## src/rtl/systolic_result_drain.sv

```systemverilog
// Drains a W x W output-stationary tile from the systolic array into a row FIFO.
// Rows are then streamed out one element per handshake. Optional macro: SYSTOLIC_DRAIN_RELU_EN.
module systolic_result_drain #(
    parameter int SUM_WIDTH      = 16,
    parameter int SYSTOLIC_WIDTH = 4,
    parameter int FIFO_ROWS      = 8
) (
    input  logic                                clk,
    input  logic                                rst_n,
    input  logic                                clear,
    input  logic [SYSTOLIC_WIDTH*SUM_WIDTH-1:0] sum_bus,
    input  logic                                start,
    output logic                                start_ready,
    output logic                                busy,
    output logic [SUM_WIDTH-1:0]                out_data,
    output logic [$clog2(SYSTOLIC_WIDTH)-1:0]   out_row,
    output logic [$clog2(SYSTOLIC_WIDTH)-1:0]   out_col,
    output logic                                out_last,
    output logic                                out_valid,
    input  logic                                out_ready
);

    localparam int W     = SYSTOLIC_WIDTH;
    localparam int RW    = $clog2(W);
    localparam int PW    = $clog2(FIFO_ROWS);
    localparam int CW    = PW + 1;
    localparam int ROW_W = W * SUM_WIDTH;

    typedef enum logic {
        IDLE,
        CAPTURE
    } state_t;

    state_t          state, state_nxt;
    logic [RW-1:0]   cap_row, cap_row_nxt;
    logic            push, pop, accept, hs, space_ok;
    logic [RW-1:0]   push_row;

    logic [ROW_W-1:0] fifo_data [FIFO_ROWS];
    logic [RW-1:0]    fifo_row  [FIFO_ROWS];
    logic [PW-1:0]    wr_ptr, rd_ptr;
    logic [CW-1:0]    fifo_cnt;
    logic [CW-1:0]    occupancy;

    logic                 ser_full;
    logic [ROW_W-1:0]     ser_data;
    logic [RW-1:0]        ser_row;
    logic [RW-1:0]        ser_col;
    logic signed [SUM_WIDTH-1:0] elem;

`ifdef SYSTOLIC_DRAIN_RELU_EN
    function automatic logic [SUM_WIDTH-1:0] relu(input logic signed [SUM_WIDTH-1:0] x);
        return (x < 0) ? '0 : x;
    endfunction
`endif

    // Admission control: a whole tile must fit before capture may begin.
    always_comb begin
        occupancy   = fifo_cnt + CW'(ser_full);
        space_ok    = (int'(occupancy) <= FIFO_ROWS - W);
        start_ready = rst_n && (state == IDLE) && !clear && space_ok;
        accept      = start && start_ready;
        busy        = (state == CAPTURE);
    end

    always_comb begin
        state_nxt   = state;
        cap_row_nxt = cap_row;
        push        = 1'b0;
        push_row    = cap_row;
        case (state)
            IDLE: begin
                if (accept) begin
                    push        = 1'b1;
                    push_row    = RW'(W - 1);
                    cap_row_nxt = RW'(W - 2);
                    state_nxt   = CAPTURE;
                end
            end
            CAPTURE: begin
                push = 1'b1;
                if (cap_row == '0) begin
                    state_nxt = IDLE;
                end else begin
                    cap_row_nxt = cap_row - 1'b1;
                end
            end
            default: state_nxt = IDLE;
        endcase
        if (clear) begin
            state_nxt   = IDLE;
            cap_row_nxt = '0;
            push        = 1'b0;
        end
    end

    always_ff @(posedge clk or negedge rst_n) begin
        if (!rst_n) begin
            state   <= IDLE;
            cap_row <= '0;
        end else begin
            state   <= state_nxt;
            cap_row <= cap_row_nxt;
        end
    end

    // Serializer reloads from the FIFO when empty or as its last column is taken.
    assign hs  = ser_full && out_ready;
    assign pop = !clear && (fifo_cnt != '0) &&
                 (!ser_full || (hs && ser_col == RW'(W - 1)));

    always_ff @(posedge clk) begin
        if (push) begin
            fifo_data[wr_ptr] <= sum_bus;
            fifo_row[wr_ptr]  <= push_row;
        end
    end

    always_ff @(posedge clk or negedge rst_n) begin
        if (!rst_n) begin
            wr_ptr   <= '0;
            rd_ptr   <= '0;
            fifo_cnt <= '0;
        end else if (clear) begin
            wr_ptr   <= '0;
            rd_ptr   <= '0;
            fifo_cnt <= '0;
        end else begin
            if (push) wr_ptr <= wr_ptr + 1'b1;
            if (pop)  rd_ptr <= rd_ptr + 1'b1;
            case ({push, pop})
                2'b10:   fifo_cnt <= fifo_cnt + 1'b1;
                2'b01:   fifo_cnt <= fifo_cnt - 1'b1;
                default: fifo_cnt <= fifo_cnt;
            endcase
        end
    end

    always_ff @(posedge clk or negedge rst_n) begin
        if (!rst_n) begin
            ser_full <= 1'b0;
            ser_data <= '0;
            ser_row  <= '0;
            ser_col  <= '0;
        end else if (clear) begin
            ser_full <= 1'b0;
            ser_data <= '0;
            ser_row  <= '0;
            ser_col  <= '0;
        end else if (pop) begin
            ser_full <= 1'b1;
            ser_data <= fifo_data[rd_ptr];
            ser_row  <= fifo_row[rd_ptr];
            ser_col  <= '0;
        end else if (hs) begin
            if (ser_col == RW'(W - 1)) begin
                ser_full <= 1'b0;
            end else begin
                ser_col <= ser_col + 1'b1;
            end
        end
    end

    // Column k lives at the high end of the row vector for k=0.
    always_comb begin
        elem = '0;
        for (int k = 0; k < W; k++) begin
            if (ser_col == RW'(k)) begin
                elem = ser_data[(W-1-k)*SUM_WIDTH +: SUM_WIDTH];
            end
        end
    end

`ifdef SYSTOLIC_DRAIN_RELU_EN
    assign out_data = relu(elem);
`else
    assign out_data = elem;
`endif

    assign out_valid = ser_full;
    assign out_row   = ser_row;
    assign out_col   = ser_col;
    assign out_last  = ser_full && (ser_row == '0) && (ser_col == RW'(W - 1));

endmodule

```

## config.mk

```make
export PLATFORM = sky130hd
export DESIGN_NAME = systolic_result_drain
export DESIGN_NICKNAME = d
export VERILOG_FILES = /design/src/rtl/systolic_result_drain.sv
export SDC_FILE = /design/constraint.sdc
export NUM_CORES = 1
export LEC_CHECK = 0
export ABC_AREA = 1
export CORE_MARGIN = 2
export CORE_UTILIZATION = 55
export DETAILED_ROUTE_END_ITERATION = 8
export PLACE_DENSITY = 0.77
export SLEW_MARGIN = 20
export SYNTH_ARGS = -nofsm -noshare
export SYNTH_HDL_FRONTEND = slang
export SYNTH_SLANG_ARGS = --single-unit
export TNS_END_PERCENT = 50
```

## constraint.sdc

```tcl
create_clock -name clk -period 13.1 [get_ports clk]
set_clock_uncertainty 0.1 [all_clocks]
set_input_delay 1.31 -clock clk [delete_from_list [all_inputs] [get_ports clk]]
set_output_delay 1.31 -clock clk [all_outputs]
set_load 0.01 [all_outputs]
```

==> impl_metrics.py <==
metrics = {
    "sta": {
        "worst_slew_pin_slew_ps": 1135,
        "rsz0062_at_grt": "no",
        "finalCriticalPeriod_ps": 5139,
        "maxSlewViolCount": 0,
        "finalSetupViolations": 0,
        "slew_headroom": 0.2436,
        "fmax_ghz": 0.1946,
        "finalHoldViolCount": 0,
        "period_share": 0.3923,
        "fin_setup_tns_ps": 0,
    },
    "outcome": {
        "status": "finished clean",
    },
    "synth": {
        "synth-compound-area-share": 0.1425,
        "yosys.area.top_type": "edfxtp_1",
        "yosysSeqAreaShare": 0.7479,
        "synth_area_mm2": 0.02394,
        "yosysWarnings": 0,
        "synth_top_family_by_area": "compound AO/OA/AOI/OAI gates",
        "synth-xor-area-share": 0.001097,
        "synth_seq_cells": 610,
        "synth_fa_ha_area_frac": 0.005748,
        "synth_area_leaders": "edfxtp_1 (66%), dfrtp_1 (8.6%), o21ai_0 (6.0%)",
        "yosysTopAreaCellShare": 0.6622,
        "syn_inst": 1758,
        "synthSimpleGateAreaFrac": 0.06903,
        "synth.distinct_cells": 41,
        "synth_area_per_cell_um2": 13.62,
        "synth_fp_nets": 1838,
        "synth_mux_area_frac": 0,
    },
    "floorplanning": {
        "coreArea_mm2": 0.04298,
        "rows": 76,
        "die_h_um": 212.7,
        "fp.dieW_um": 212.7,
        "initial_core_util": 0.5571,
        "dieArea_mm2": 0.04522,
        "num_io_pins": 93,
    },
    "routing": {
        "first_iter_violations": 1956,
        "drc": 0,
        "avgViaCountPerCell": 6.272,
        "vias": 15317,
        "first_pass_iters": 6,
        "drt-total-wl_um": 56680,
        "ant_nets": 0,
        "avgRoutedWirePerCell_um": 23.21,
    },
    "critical_path": {
        "startpoint_type": "register",
        "reg2reg_depth": 12,
        "path_max_fanout": 17,
        "crit_type": "register to primary output",
        "rr_startpoint": "out_valid",
        "r2r_end": "fifo_data[0][54]",
        "cp-end-kind": "primary output",
        "arrival_ps": 3730,
        "rrSetupSlack_ps": 8880,
        "crit_required_ps": 11690,
    },
    "finish": {
        "post-route-util": 0.6299,
        "mostFrequentLayoutCells": "edfxtp_1 (528), o21ai_0 (288), nor2_1 (286), clkdlybuf4s50_1 (91), o221ai_1 (84)",
        "drive_gt1_frac": 0.07597,
        "final_common_cell": "edfxtp_1",
        "area_growth_syn_to_layout_pct": 13.06,
        "layout.nets": 1887,
    },
    "cts": {
        "cts.path.max_buffers": 3,
        "clk_pin_slew_ps": 60,
        "cts_tree": "built",
        "cts_made_buffers": 58,
        "clk_latency_ps": 600,
        "root_buffer": "clkbuf_16",
        "cts_resized": 0,
        "cts_setup_buffers": 0,
        "holdBufCountCts": 0,
        "h-tree-depth": 2,
        "cts.sinks": 610,
    },
    "grt": {
        "grt_usage": 0.2531,
        "grt_pass1_wl_um": 85950,
        "grt_start_max_net_pins": 103,
        "antenna_found_initial": 1,
        "grt_pass1_vias": 14743,
        "grt_overflow": 0,
    },
    "placed_design": {
        "port_buffers": 92,
        "place_congestion": 0.7866,
        "hpwlAfterDp_um": 30250,
    },
    "pwr": {
        "vdd_drop_max_uv": 117.6,
        "power.density_mw_per_mm2": 192.7,
        "p_leak_uw": 0.008982,
    },
    "worst_hold_path": {
        "hold-path-endpoint": "ser_data[60]",
        "min_from": "ser_data[60]",
        "hp-class": "register to register",
        "holdPathStages": 1,
    },
    "flow_run": {
        "drv_cap": 0,
    },
}
per-layer routing:
layer | routed length (um) | part of all wire | vias up | global-route usage
li1 | - | - | 6736 | -
met3 | 5222 | 0.092 | 115 | 0.05089
met5 | 0 | 0 | - | 0
met4 | 1579 | 0.028 | 0 | 0.08826
met1 | 22510 | 0.40 | 7644 | 0.3507
met2 | 27370 | 0.48 | 822 | 0.4044
critical path, stage by stage (launching register included):
cell             delay [ps]
dfrtp_1                 420
inv_1                    90
ha_1                    430
nor2_2                  710
a221oi_1                300
a211o_1                 300
o21ai_0                 220
clkdlybuf4s50_1         650
worst max path at each step:
stage                          start               end  slack, ps  cells past startpoint
after floorplan                clear   fifo_data[0][0]       7600                      8
after global placement         clear  fifo_data[0][61]       8040                      9
after detailed placement       clear   fifo_data[0][8]       7980                      9
after CTS                 out_col[1]      out_data[15]       8030                      7
after global routing      out_col[1]       out_data[1]       7850                      7
final                     out_col[1]       out_data[1]       7960                      7
area by class of cell:
type / count / area (um^2)
antenna: 1 / 2.502
clock buffer: 86 / 1618
clock inverter: 23 / 186.4
fill: 3079 / 15910
inverter: 62 / 241.5
multi-input combinational: 963 / 5291
sequential: 610 / 17920
tap: 585 / 732.0
timing repair buffer: 112 / 1085
sequential cells by signal, summed over array words and instances, names as in the netlist, 3 cells and up:
register and cells:
ser_data 64, rd_ptr 3, wr_ptr 3, fifo_data 512
fifo_cnt 4, fifo_row 16
metrics by stage:
step | hold slack, ps | cells | cell area [um^2] | power, uW | setup WS, ps
after global placement | 383.8 | 2331 | 25240 | 3582 | 8041
after CTS | 394.6 | 2440 | 27050 | 5213 | 8032
after detailed placement | 381.4 | 2331 | 25240 | 3637 | 7982
after floorplan | 359.1 | 1758 | 23940 | 3195 | 7604
after global routing | 411.2 | 2442 | 27070 | 5439 | 7849
final | 391.8 | 2442 | 27070 | 5217 | 7961
kinds of logic (layout without fill, tap and decap cells):
family | Yosys count | count (layout)
DFF | 610 | 610
other | 0 | 1
buffers and inverters | 185 | 283
and+or+nand+nor | 391 | 391
xor gates and xnor gates | 3 | 3
adders and majority gates | 11 | 11
AOI/OAI and AO/OA | 558 | 558
cell usage after synthesis (all sizes together):
cell	number
nand4	5
edfxtp	528
nor3	2
o221ai	84
clkbuf	66
a211o	16
nand3	24
ha	11
buf	57
xor2	2
and3	2
o21ai	353
a221oi	16
inv	61
o22ai	50
a31oi	1
o211ai	14
clkinv	1
nand2	59
xnor2	1
a21oi	7
dfrtp	82
nand3b	1
a32o	17
nor2	298
report_power, final:
| part | switching [uW] | leakage [uW] | internal [uW] | total (uW) |
|---|---|---|---|---|
| sequential | 118 | 0.00584 | 2250 | 2370 |
| combinational | 845 | 0.00225 | 407 | 1250 |
| clock | 682 | 0.000890 | 911 | 1590 |
| total | 1640 | 0.00898 | 3570 | 5220 |
Note: power is estimated with default switching activity, not from simulation.
